**config.mk**
```make
export PLATFORM = sky130hd
export DESIGN_NAME = word_unpacker
export DESIGN_NICKNAME = d
export VERILOG_FILES = /design/src/rtl/word_unpacker.sv
export SDC_FILE = /design/constraint.sdc
export NUM_CORES = 1
export LEC_CHECK = 0
export BUFFER_PORTS_ARGS = -buffer_cell sky130_fd_sc_hd__buf_2
export CAP_MARGIN = 20
export CORE_ASPECT_RATIO = 1.1
export CORE_MARGIN = 2
export CORE_UTILIZATION = 30
export CTS_BUF_LIST = sky130_fd_sc_hd__clkbuf_16
export DETAILED_ROUTE_END_ITERATION = 10
export PLACE_DENSITY_LB_ADDON = 0.05
export SYNTH_ARGS = -nofsm -noshare
export SYNTH_HDL_FRONTEND = slang
export SYNTH_SLANG_ARGS = --single-unit
```
**constraint.sdc**
```tcl
create_clock -name clk -period 4.8 [get_ports clk]
set_clock_uncertainty 0.2 [all_clocks]
set_input_delay 0.24 -clock clk [delete_from_list [all_inputs] [get_ports clk]]
set_output_delay 0.24 -clock clk [all_outputs]
set_load 0.01 [all_outputs]
```
**src/rtl/word_unpacker.sv**
```systemverilog
`default_nettype none
// ============================================================================
// Module   : word_unpacker
// Purpose  : Pops packed wide words and replays their elements one per cycle.
// Revision : 1.0 - initial release
// ============================================================================
module word_unpacker #(
    parameter int ELEM_WIDTH = 16,
    parameter int NB_ELEMS   = 4,
    parameter int LSB_FIRST  = 1
) (
    input  logic                             clk,
    input  logic                             arst_n_in,
    input  logic [ELEM_WIDTH*NB_ELEMS-1:0]   din,
    input  logic [$clog2(NB_ELEMS+1)-1:0]    din_len,
    input  logic                             input_valid,
    output logic                             input_ready,
    output logic [ELEM_WIDTH-1:0]            qout,
    output logic                             output_valid,
    input  logic                             output_ready,
    output logic                             last_elem,
    output logic                             busy
);

    localparam int c_len_w = $clog2(NB_ELEMS+1);
    localparam int c_idx_w = $clog2(NB_ELEMS);
    localparam logic [c_len_w-1:0] c_nb_len  = c_len_w'(NB_ELEMS);
    localparam logic [c_len_w-1:0] c_len_one = c_len_w'(1);
    localparam logic [c_idx_w-1:0] c_idx_one = c_idx_w'(1);

    typedef enum logic [0:0] {
        ST_EMPTY = 1'b0,
        ST_DRAIN = 1'b1
    } state_t;

    state_t                         r_state;
    state_t                         w_state_nxt;
    logic [c_idx_w-1:0]             r_idx;
    logic [c_idx_w-1:0]             w_idx_nxt;
    logic [ELEM_WIDTH*NB_ELEMS-1:0] r_hold_word;
    logic [c_len_w-1:0]             r_hold_len;
    logic [c_len_w-1:0]             w_len_eff;
    logic                           w_load;
    logic                           w_in_fire;
    logic                           w_out_fire;
    logic                           w_last;
    logic [ELEM_WIDTH-1:0]          w_elems [NB_ELEMS];

    // Length 0 means a full word; oversize lengths are clamped.
    always_comb begin
        w_len_eff = din_len;
        if (din_len == '0 || din_len > c_nb_len) begin
            w_len_eff = c_nb_len;
        end
    end

    for (genvar gi = 0; gi < NB_ELEMS; gi++) begin : g_elem
        if (LSB_FIRST != 0) begin : g_lsb
            assign w_elems[gi] = r_hold_word[gi*ELEM_WIDTH +: ELEM_WIDTH];
        end else begin : g_msb
            assign w_elems[gi] = r_hold_word[(NB_ELEMS-1-gi)*ELEM_WIDTH +: ELEM_WIDTH];
        end
    end

    assign output_valid = (r_state == ST_DRAIN);
    assign busy         = output_valid;
    assign qout         = w_elems[r_idx];
    assign w_last       = output_valid && (c_len_w'(r_idx) == (r_hold_len - c_len_one));
    assign last_elem    = w_last;
    assign w_out_fire   = output_valid && output_ready;
    // Ready may come from downstream ready on the last element, never from input_valid.
    assign input_ready  = (r_state == ST_EMPTY) || (w_out_fire && w_last);
    assign w_in_fire    = input_valid && input_ready;

    always_comb begin
        w_state_nxt = r_state;
        w_idx_nxt   = r_idx;
        w_load      = 1'b0;
        case (r_state)
            ST_EMPTY: begin
                if (w_in_fire) begin
                    w_load      = 1'b1;
                    w_idx_nxt   = '0;
                    w_state_nxt = ST_DRAIN;
                end
            end
            ST_DRAIN: begin
                if (w_out_fire) begin
                    if (!w_last) begin
                        w_idx_nxt = r_idx + c_idx_one;
                    end else begin
                        w_idx_nxt = '0;
                        if (w_in_fire) begin
                            w_load = 1'b1;
                        end else begin
                            w_state_nxt = ST_EMPTY;
                        end
                    end
                end
            end
            default: w_state_nxt = ST_EMPTY;
        endcase
    end

    always_ff @(posedge clk or negedge arst_n_in) begin
        if (!arst_n_in) begin
            r_state     <= ST_EMPTY;
            r_idx       <= '0;
            r_hold_word <= '0;
            r_hold_len  <= '0;
        end else begin
            r_state <= w_state_nxt;
            r_idx   <= w_idx_nxt;
            if (w_load) begin
                r_hold_word <= din;
                r_hold_len  <= w_len_eff;
            end
        end
    end

`ifndef SYNTHESIS
    a_no_x_ctrl : assert property (@(posedge clk) disable iff (!arst_n_in)
        !$isunknown({output_valid, input_ready}));

    a_stable_bp : assert property (@(posedge clk) disable iff (!arst_n_in)
        (output_valid && !output_ready) |=>
            (output_valid && $stable(qout) && $stable(last_elem)));

    a_ready_ok : assert property (@(posedge clk) disable iff (!arst_n_in)
        input_ready |-> (r_state == ST_EMPTY || last_elem));

    a_len_range : assert property (@(posedge clk) disable iff (!arst_n_in)
        input_valid |-> (din_len <= c_nb_len));
`endif

endmodule
`default_nettype wire

```
==> results of run 1 <==
[through the flow]
step / setup WS, ns / cell area (um2) / cells / util, % / total power, mW
floorplan: 2.50 / 3130 / 194 / - / 1.90
global placement: 1.84 / 3700 / 398 / 36.1 / 2.24
detailed placement: 1.80 / 3700 / 398 / 36.1 / 2.26
CTS: 1.67 / 4650 / 481 / 45.4 / 2.95
global route: 1.59 / 4650 / 481 / 45.4 / 3.11
finish: 1.71 / 4650 / 481 / 45.4 / 2.90
[final cells by class]
type                       instances  area, um2  share of cell area (%)
sequential                        70       1750                    37.7
clock buffer                       9        225                    4.84
timing repair buffer             160       1150                    24.6
inverter                           4       15.0                   0.323
clock inverter                     7       57.6                    1.24
tap                              123        154                    3.31
multi-input combinational        108       1300                    28.0
[tightest hold or removal path: cells and delay by family]
| family | cells | cell delay [ns] |
|---|---|---|
| mux | 1 | 0.07 |
| simple gates | 1 | 0.07 |
| buf+inv | 1 | 0.11 |
[where the power goes]
group | internal (mW) | switching, mW | total, mW
Sequential | 0.893 | 0.178 | 1.07
Clock | 0.393 | 0.239 | 0.632
Combinational | 0.707 | 0.485 | 1.19
[synth_stat cells]
cell	count
and3_1	1
xnor2_1	2
a21oi_1	1
and2_1	1
nand2b_1	3
buf_1	1
buf_4	5
nor3_1	1
dfrtp_1	70
nor2b_1	1
nand2_1	3
buf_2	4
mux2_2	37
or2_2	1
inv_1	4
a21o_1	1
mux2i_1	3
clkbuf_1	2
o41ai_2	1
mux4_2	16
or4b_2	1
o31ai_1	1
nor2_1	2
o21ai_0	1
ha_1	2
mux2_1	27
a32o_1	1
xor2_1	1
[kinds of logic after synthesis]
family / synth area share (%)
xor+xnor: 0.840
simple gates: 2.48
flops: 56.0
buf+inv: 2.68
compound gates: 1.64
fa+ha+maj: 0.800
mux: 35.5
[per-layer routing]
layer	global-route usage, %	up-vias	wire (um)
met5	0	-	0
met4	5.14	0	102
met3	3.97	8	321
met2	21.4	52	3430
met1	18.6	1079	3340
li1	-	1036	-
[worst max path at each step]
| stage | start | slack, ns | cells past startpoint | endpoint |
|---|---|---|---|---|
| floorplan | r_hold_len[0] | 2.50 | 7 | r_hold_word[10] |
| global placement | r_idx[1] | 1.84 | 4 | r_hold_word[44] |
| detailed placement | r_idx[1] | 1.80 | 4 | r_hold_word[12] |
| CTS | r_idx[1] | 1.67 | 4 | input_ready |
| global route | r_idx[1] | 1.59 | 4 | input_ready |
| finish | r_idx[1] | 1.71 | 4 | input_ready |
[sequential cells by signal, summed over array words and instances, names as in the netlist]
signal	flops
busy	1
r_hold_len	3
r_hold_word	64
r_idx	2
[what timing repair did]
action | CTS | global route
hold endpoints to repair | 136 | 0
setup buffers | 0 | 0
hold buffers | 67 | 0
endpoints found under the setup margin | 0 | 0
==> metrics.md, run 1 <==
| Metric | Value |
|---|---|
| First-pass GRT wire length | `11,800 um` |
| Post-Syn Area per Cell | `16.1 um2` |
| Slew HR | `30.8%` |
| End of the worst hold path | `r_hold_len[1]` |
| MaxCap Viol Count | `0` |
| Synth area leaders | `dfrtp_1 (56%), mux2_2 (13%), mux4_2 (12%)` |
| Horiz. Die Dim | `101 um` |
| GP Congestion | `0.683` |
| Final setup violation count | `0` |
| Die Area | `11,300 um2` |
| Total core area | `10,200 um2` |
| Gate Count Post-Synth | `194` |
| Syn_nets | `267` |
| PD cells | `623 nW/um2` |
| Hold Path Class | `primary input to flip-flop` |
| Crit Path Class | `flip-flop to output pin` |
| R2r startpoint | `r_idx[1]` |
| Syn-to-layout area delta | `48.8%` |
| CTS root buffer | `clkbuf_16` |
| IO Pins | `91` |
| GR Overflow Total | `0` |
| Vias in the first global route | `2,324` |
| Vias per cell | `4.52` |
| Hold Crit Depth | `3` |
| Drt drc | `0` |
| Largest net degree at the start of global routing | `71` |
| Top delay family on crit path | `flip-flops` |
| CTS sink cnt | `70` |
| Final hold vios | `0` |
| Top-area cell type share of the netlist area | `56.0%` |
| Tmin final | `3.09 ns` |
| Vias | `2,175` |
| Clk buf depth | `2` |
| Hold slack | `0.00480 ns` |
| Reg2reg end | `r_hold_word[12]` |
| ANT cells | `0` |
| Worst VDD drop | `0.258 mV` |
| Worst Hold Launch | `din_len[1]` |
| Rows | `39` |
| CP cell instances | `xnor2_1, or4b_2, nand2_1, buf_2` |
| Fin nets | `426` |
| Slowest CP cell | `dfrtp_1` |
| Fin. max-slew vios | `0` |
| Final ANT Viol Nets | `0` |
| Layout cells sized above 1 | `45.0%` |
| Port Buffer Count | `90` |
| Maximum clock frequency | `323 MHz` |
| Skew-Pair Late Insertion Delay | `0.33 ns` |
| Worst reg-to-reg path cell count | `4` |
| Die Ht | `111 um` |
| LEAKAGE | `2.11 nW` |
| # H-tree levels | `3` |
| Tightest Pin Transition | `1.04 ns` |
| Syn Std Cell Area | `3130 um2` |
| Starting Density | `30.5%` |
| CTS clock-pin slew for the worst setup and hold paths | `0.05 ns` |
| Critical Path AT | `2.65 ns` |
| Run status | `complete, no violations` |
| Synth cell types | `28` |
| Commonest non-fill, non-tap cells in the layout | `buf_2 (89), dfrtp_1 (70), dlygate4sd3_1 (67)` |
| Worst path max stage delay | `1.03 ns` |
| CP Max Fanout | `20` |
| R2r setup slk | `1.86 ns` |
| Worst setup SP type | `flip-flop` |
| Period utilization | `64.4%` |
| Buf/Inv on CP | `1` |
| Initial antenna violation count | `0` |
| Critical Path End Type | `output pin` |
| #FFs+latches synth | `70` |
| RSZ-0062 raised after global routing | `no` |
| Most common cell after layout, fill and taps aside | `buf_2` |
| Drt pass-1 iters | `4` |
| CTS-repair resized insts | `0` |
| Post-Route WL | `7190 um` |
| Register area share after synthesis | `56.0%` |
| Filler instances | `977` |
| Post-DP HPWL | `4410 um` |
| Worst endpoint required time | `4.36 ns` |
| CTS buffer count | `9` |
| DR iter-0 viols | `76` |
| Synth area leader | `dfrtp_1` |
| Wire per inst | `15.0 um` |
| Setup TNS | `0 ns` |
| Synth warn | `0` |
| GRT Resource Usage Total | `13.9%` |
| CTS tree | `yes` |
No activity file was read; power rests on OpenSTA's default activity.
==> run 2, diff against run 1 <==
--- a/config.mk
+++ b/config.mk
@@ -5,6 +5,7 @@
 export SDC_FILE = /design/constraint.sdc
 export NUM_CORES = 1
 export LEC_CHECK = 0
+export ABC_AREA = 1
 export BUFFER_PORTS_ARGS = -buffer_cell sky130_fd_sc_hd__buf_2
 export CAP_MARGIN = 20
 export CORE_ASPECT_RATIO = 1.1
==> constraint.sdc (replaced) <==
create_clock -name clk -period 2.69 [get_ports clk]
set_clock_uncertainty 0.2 [all_clocks]
set_input_delay 0.1345 -clock clk [delete_from_list [all_inputs] [get_ports clk]]
set_output_delay 0.1345 -clock clk [all_outputs]
set_load 0.01 [all_outputs]
==> metrics.md, run 2 <==
| Metric | Value |
|---|---|
| Run status | `complete, no violations` |
| ANT cells | `0 (unchanged)` |
| EDFF count, synth | `0 (unchanged)` |
| Hold Crit Depth | `6 (+3)` |
| Worst VDD drop | `0.396 mV (+53%)` |
| CTS sink cnt | `70 (unchanged)` |
| Post-DP HPWL | `7400 um (+68%)` |
| Slowest CP cell | `dlygate4sd3_1` |
| Layout cells sized above 1 | `20.0% (-25 points)` |
| Fin nets | `650 (+53%)` |
| Gate Count Post-Synth | `422 (+120%)` |
| Reg2reg end | `r_hold_word[48]` |
| Placed Area | `3900 um2 (+5.5%)` |
| Commonest non-fill, non-tap cells in the layout | `nand2_1 (143), buf_2 (90), dlygate4sd3_1 (74)` |
| Wire per inst | `15.5 um (+3.4%)` |
| Setup bufs post-CTS | `0 (unchanged)` |
| CTS buffer count | `9 (unchanged)` |
| Horiz. Die Dim | `105 um (+3.1%)` |
| Switching Fraction | `40.4% (+9.2 points)` |
| Top-area cell type share of the netlist area | `52.5% (-3.5 points)` |
| Setup WS pre-CTS | `0.604 ns (-1.20 ns)` |
| Die Ht | `115 um (+3.1%)` |
| CTS root buffer | `clkbuf_16` |
| Met3 Use GR | `2.73% (-1.2 points)` |
| CP dominant cell by count | `nand2_1` |
| Regs by FF count | `r_hold_word (64), r_hold_len (3), r_idx (2)` |
| Final ANT Viol Nets | `0 (unchanged)` |
| Largest net degree at the start of global routing | `40 (-44%)` |
| Final hold vios | `0 (unchanged)` |
| GR peak layer | `met2` |
| Syn_nets | `495 (+85%)` |
| Clk buf depth | `2 (unchanged)` |
| Synth cell types | `18 (-36%)` |
| Syn Std Cell Area | `3330 um2 (+6.6%)` |
| R2r startpoint | `r_hold_len[0]` |
| Non-filler instance count after layout | `727 (+51%)` |
| Hold slack | `0.0878 ns (+0.0830 ns)` |
| R2r setup slk | `0.21 ns (-1.65 ns)` |
| Post-synthesis async set-or-reset flop share | `100% (unchanged)` |
| # H-tree levels | `3 (unchanged)` |
| Drt drc | `0 (unchanged)` |
| Most common cell after layout, fill and taps aside | `nand2_1` |
| Critical Path AT | `2.55 ns (-0.10 ns)` |
| Top delay family on crit path | `buffers and inverters` |
| Tightest Pin Transition | `0.859 ns (-0.179 ns)` |
| PD cells | `1060 nW/um2 (+71%)` |
| Pint | `3.11 mW (+56%)` |
| Finished Core Util | `45.3% (-0.13 points)` |
| Synth area leader | `dfrtp_1` |
| Slew HR | `42.7% (+12 points)` |
| Combinational power share | `43.6% (+2.4 points)` |
| Pwr Total | `5.22 mW (+80%)` |
| End of the worst hold path | `r_hold_len[2]` |
| GR Util met1 | `26.9% (+8.3 points)` |
| Final setup violation count | `0 (unchanged)` |
| Vias per cell | `4.62 (+2.3%)` |
| Final WS setup | `0.207 ns (-1.50 ns)` |
| Synth cell count leaders | `nand2_1 (143), dfrtp_1 (70), nand3_1 (68)` |
| Max reg flops | `64 (unchanged)` |
| Worst reg-to-reg path cell count | `11 (+7)` |
| Worst setup SP type | `flip-flop` |
| CP cell instances | `inv_1, ha_1, nand2_1, nand2_1, a21oi_2, nand3_1, nand2_2, buf_6, nand3_1, dlygate4sd3_1, nand2_1` |
| Worst endpoint required time | `2.76 ns (-1.60 ns)` |
| GRT Resource Usage Total | `19.6% (+5.7 points)` |
| Reg power frac | `34.8% (-2.2 points)` |
| #FFs+latches synth | `70 (unchanged)` |
| CP Max Fanout | `33 (+65%)` |
| Buf/Inv on CP | `3 (+2)` |
| DR iter-0 viols | `114 (+50%)` |
| LEAKAGE | `2.54 nW (+20%)` |
| Initial antenna violation count | `0 (unchanged)` |
| Met2 usage | `31.5% (+10 points)` |
| Post-Syn Area per Cell | `7.90 um2 (-51%)` |
| Syn-to-layout area delta | `47.4%` |
| First-pass GRT wire length | `17,800 um (+51%)` |
| Period utilization | `92.3%` |
| Post-Route WL | `11,200 um (+56%)` |
| CTS clock-pin slew for the worst setup and hold paths | `0.05 ns (about the same)` |
| Synth area leaders | `dfrtp_1 (53%), nand2_1 (16%), nand3_1 (10%)` |
| Finished Cell Area | `4920 um2 (+5.7%)` |
| Clock network fraction of total power | `21.6% (-0.2 points)` |
| Die Area | `12,000 um2 (+6.4%)` |
| Maximum clock frequency | `403 MHz` |
| Hold Path Class | `primary input to flip-flop` |
| MaxCap Viol Count | `0 (unchanged)` |
| GR Overflow Total | `0 (unchanged)` |
| CTS tree | `yes` |
| Rows | `40 (+2.6%)` |
| Setup TNS | `0 ns (unchanged)` |
| Drt pass-1 iters | `4 (unchanged)` |
| Main synth FF type | `dfrtp_1` |
| Skew-Pair Late Insertion Delay | `0.33 ns (about the same)` |
| Synth warn | `0 (unchanged)` |
| Register area share after synthesis | `52.5% (-3.5 points)` |
| Placed Cells incl. Taps | `639 (+61%)` |
| Crit Path Class | `flip-flop to flip-flop` |
| Switching pwr | `2.11 mW (+130%)` |
| Fin. max-slew vios | `0 (unchanged)` |
| Worst Hold Launch | `din_len[2]` |
| Vias in the first global route | `3,367 (+45%)` |
| GP Congestion | `0.750 (+9.7%)` |
| Total core area | `10,900 um2 (+6.0%)` |
| IO Pins | `91 (unchanged)` |
| Most numerous cell in the Yosys netlist | `nand2_1` |
| Worst path max stage delay | `0.58 ns (-0.45 ns)` |
| Port Buffer Count | `90 (unchanged)` |
| Critical Path End Type | `flip-flop` |
| Largest Register | `r_hold_word` |
| Starting Density | `30.7% (+0.19 points)` |
| Vias | `3,362 (+55%)` |
| RSZ-0062 raised after global routing | `no` |
| Tmin final | `2.48 ns` |
==> run 2: cell count changes after synthesis, moves of 6 or more <==
| cell | previous run | this run |
|---|---|---|
| buf_2 | 4 | 10 |
| clkbuf_1 | 2 | 15 |
| inv_1 | 4 | 12 |
| mux2_1 | 27 | 0 |
| mux2_2 | 37 | 0 |
| mux4_2 | 16 | 0 |
| nand2_1 | 3 | 143 |
| nand3_1 | 0 | 68 |
| nor2_1 | 2 | 36 |
| o21ai_0 | 1 | 35 |
| o22ai_1 | 0 | 16 |
==> run 2: final cells by class <==
cell class / instances / area [um2]
Timing Repair Buffer: 177 / 1310
Sequential cell: 70 / 1750
Inverter: 12 / 45.0
Clock buffer: 9 / 225
Fill cell: 1148 / 5940
Clock inverter: 5 / 45.0
Multi-Input combinational cell: 307 / 1360
Tap cell: 147 / 184
==> run 2: logic make-up after synthesis <==
group,Yosys count,synth area share [%]
buf+inv,45,6.68
xor+xnor,1,0.263
compound gates,53,8.67
flops,70,52.5
simple gates,251,31.1
fa+ha+maj,2,0.750
==> run 2: power groups by stage <==
stage	combinational, mW	clock (mW)	sequential, mW
6_report	2.28	1.13	1.82
5_1_grt	2.60	1.19	1.87
4_1_cts	2.32	1.15	1.82
3_5_place_dp	2.22	0	1.83
3_3_place_gp	2.20	0	1.83
2_1_floorplan	1.52	0	1.73
==> run 2: how the worst max path moves through the flow <==
stage | startpoint | endpoint | slack (ns) | cells after the start
global route | r_hold_len[0] | r_hold_word[48] | 0.02 | 11
floorplan | r_hold_len[0] | r_hold_len[0] | 0.83 | 12
CTS | r_hold_len[0] | r_hold_word[61] | 0.16 | 11
detailed placement | r_hold_len[0] | input_ready | 0.60 | 9
global placement | r_hold_len[0] | input_ready | 0.63 | 9
finish | r_hold_len[0] | r_hold_word[48] | 0.21 | 11
==> run 2: what timing repair did <==
action                                 CTS  global route
endpoints found under the hold margin  103             0
resized for setup                        0             1
hold buffers                            74             0
setup endpoints to repair                0             5
==> run 2: per-layer routing <==
metal,vias up,part of all wire [%]
li1,1685,-
met1,1594,49
met2,71,46
met3,12,3.3
met4,0,1.3
met5,-,0
==> run 2: tightest hold or removal path, stage by stage <==
cell,delay [ns]
buf_2,0.10
inv_1,0.05
ha_1,0.14
inv_1,0.04
nand3_1,0.07
nand2_1,0.05
==> run 3, diff against run 2 <==
--- a/config.mk
+++ b/config.mk
@@ -8,7 +8,6 @@
 export ABC_AREA = 1
 export BUFFER_PORTS_ARGS = -buffer_cell sky130_fd_sc_hd__buf_2
 export CAP_MARGIN = 20
-export CORE_ASPECT_RATIO = 1.1
 export CORE_MARGIN = 2
 export CORE_UTILIZATION = 30
 export CTS_BUF_LIST = sky130_fd_sc_hd__clkbuf_16
==> metrics.md, run 3 (synthesis gave the netlist of run 2 again) <==
| Metric | Value |
|---|---|
| Worst setup SP type | `flip-flop` |
| Starting Density | `30.8% (+0.057 points)` |
| Top delay family on crit path | `buffers and inverters` |
| Fin nets | `640 (-1.5%)` |
| Tmin final | `2.43 ns (-0.0490 ns)` |
| Wire per inst | `15.7 um (+1.7%)` |
| Pint | `3.09 mW (-0.77%)` |
| Critical path depth | `9 (-2)` |
| CTS root buffer | `clkbuf_16` |
| GR Overflow Total | `0 (unchanged)` |
| R2r setup slk | `0.61 ns (+0.40 ns)` |
| Most common cell after layout, fill and taps aside | `nand2_1` |
| Commonest non-fill, non-tap cells in the layout | `nand2_1 (143), buf_2 (90), dfrtp_1 (70)` |
| Final setup violation count | `0 (unchanged)` |
| Largest Register | `r_hold_word` |
| Critical Path End Type | `output pin` |
| Hold Path Class | `primary input to flip-flop` |
| GRT Resource Usage Total | `19.4% (-0.13 points)` |
| Slew HR | `51.0% (+8.3 points)` |
| CTS clock-pin slew for the worst setup and hold paths | `0.06 ns (about the same)` |
| Hold Crit Depth | `6 (unchanged)` |
| Placed Area | `3890 um2 (-0.35%)` |
| DR iter-0 viols | `185 (+62%)` |
| CTS sink cnt | `70 (unchanged)` |
| Finished Cell Area | `4850 um2 (-1.4%)` |
| Layout cells sized above 1 | `20.3% (+0.32 points)` |
| Worst path max stage delay | `0.38 ns (-0.20 ns)` |
| Syn-to-layout area delta | `45.4%` |
| Final hold vios | `0 (unchanged)` |
| Regs by FF count | `r_hold_word (64), r_hold_len (3), r_idx (2)` |
| CP cell instances | `inv_1, ha_1, nand2_1, nand2_1, a21oi_2, nand3_1, nand2_2, buf_4, buf_2` |
| Post-Route WL | `11,200 um (-0.56%)` |
| LEAKAGE | `2.52 nW (-0.68%)` |
| Switching Fraction | `41.1% (+0.72 points)` |
| Vias per cell | `4.69 (+1.4%)` |
| Worst endpoint required time | `2.36 ns (-0.40 ns)` |
| Worst reg-to-reg path cell count | `10 (-1)` |
| Drt drc | `0 (unchanged)` |
| CTS-repair resized insts | `0 (unchanged)` |
| First-pass GRT wire length | `17,400 um (-2.4%)` |
| CTS tree | `yes` |
| Reg power frac | `35.3% (+0.5 points)` |
| Vias in the first global route | `3,332 (-1.0%)` |
| Worst VDD drop | `0.404 mV (+2.0%)` |
| Run status | `complete, no violations` |
| Drt pass-1 iters | `4 (unchanged)` |
| ANT cells | `0 (unchanged)` |
| CTS buffer count | `9 (unchanged)` |
| Clock network fraction of total power | `21.8% (+0.2 points)` |
| Tightest Pin Transition | `0.735 ns (-0.124 ns)` |
| RSZ-0062 raised after global routing | `no` |
| Final WS setup | `0.256 ns (+0.0490 ns)` |
| Setup WS pre-CTS | `0.596 ns (-0.00790 ns)` |
| Skew-Pair Late Insertion Delay | `0.33 ns (about the same)` |
| CP Max Fanout | `39 (+18%)` |
| IO Pins | `91 (unchanged)` |
| Combinational power share | `42.9% (-0.7 points)` |
| Vias | `3,333 (-0.86%)` |
| Die Area | `12,000 um2 (about the same)` |
| Post-DP HPWL | `7190 um (-2.9%)` |
| Largest net degree at the start of global routing | `68 (+70%)` |
| Max reg flops | `64 (unchanged)` |
| Final ANT Viol Nets | `0 (unchanged)` |
| Die Ht | `109 um (-4.5%)` |
| Port Buffer Count | `90 (unchanged)` |
| Slowest CP cell | `dfrtp_1` |
| GP Congestion | `0.747 (-0.43%)` |
| Total core area | `10,800 um2 (-0.18%)` |
| Rows | `38 (-5.0%)` |
| Switching pwr | `2.16 mW (+2.2%)` |
| Fin. max-slew vios | `0 (unchanged)` |
| Initial antenna violation count | `0 (unchanged)` |
| Clk buf depth | `2 (unchanged)` |
| Crit Path Class | `flip-flop to output pin` |
| Buf/Inv on CP | `3 (unchanged)` |
| Critical Path AT | `2.10 ns (-0.45 ns)` |
| # H-tree levels | `3 (unchanged)` |
| Horiz. Die Dim | `109 um (+4.7%)` |
| PD cells | `1080 nW/um2 (+1.9%)` |
| Setup TNS | `0 ns (unchanged)` |
| CP dominant cell by count | `nand2_1` |
| MaxCap Viol Count | `0 (unchanged)` |
| Period utilization | `90.5% (-1.8 points)` |
| Maximum clock frequency | `411 MHz (+2.0%)` |
run 3: metrics by stage:
step / power (mW) / std cells / hold slack, ns / util [%]
finish: 5.25 / 711 / 0.0875 / 44.7
CTS: 5.32 / 711 / 0.0831 / 44.7
global route: 5.69 / 711 / 0.127 / 44.7
detailed placement: 4.08 / 628 / 0.0412 / 35.9
global placement: 4.06 / 628 / 0.0474 / 35.9
floorplan: 3.25 / 422 / -0.361 / -
run 3: cell type report:
type,instances,area (um2)
fill,1112,5990
tap,140,175
multi-input combinational,307,1360
clock inverter,6,53.8
sequential,70,1750
inverter,12,45.0
timing repair buffer,167,1240
clock buffer,9,225
run 3: what timing repair did:
item                                   in CTS  in global routing
endpoints found under the hold margin      96                  0
hold buffers                               68                  0
buffers inserted                            0                  0
run 3: path summary, 6_finish.rpt:
kind                                 start               to
max in group asynchronous        arst_n_in  r_hold_word[22]
min in group asynchronous        arst_n_in    r_hold_len[2]
setup reg to reg             r_hold_len[0]  r_hold_word[14]
hold reg to reg            r_hold_word[36]  r_hold_word[36]
setup / recovery             r_hold_len[0]      input_ready
hold / removal                  din_len[2]    r_hold_len[2]
run 3: worst reg2reg max path, cell delays in order (launching register included):
cell	delay (ns)
dfrtp_1	0.38
inv_1	0.06
ha_1	0.30
nand2_1	0.07
nand2_1	0.05
a21oi_2	0.13
nand3_1	0.10
nand2_2	0.09
buf_4	0.36
nand3_1	0.18
nand2_1	0.10
run 3: layer usage:
layer  part of all wire (%)  wire [um]  up-vias  track usage, %
met5                      0          0        -               0
met4                   0.98        110        0            4.43
met3                    3.5        387        9            4.15
met2                     45       5080       74            29.8
met1                     50       5600     1580            28.1
li1                       -          -     1670               -
run 3: power by group through the flow:
stage                     combinational [mW]  clock (mW)  sequential [mW]
after floorplan                         1.52           0             1.73
after global placement                  2.20           0             1.86
after detailed placement                2.21           0             1.87
after CTS                               2.30        1.17             1.85
after global routing                    2.55        1.23             1.91
final                                   2.25        1.14             1.85
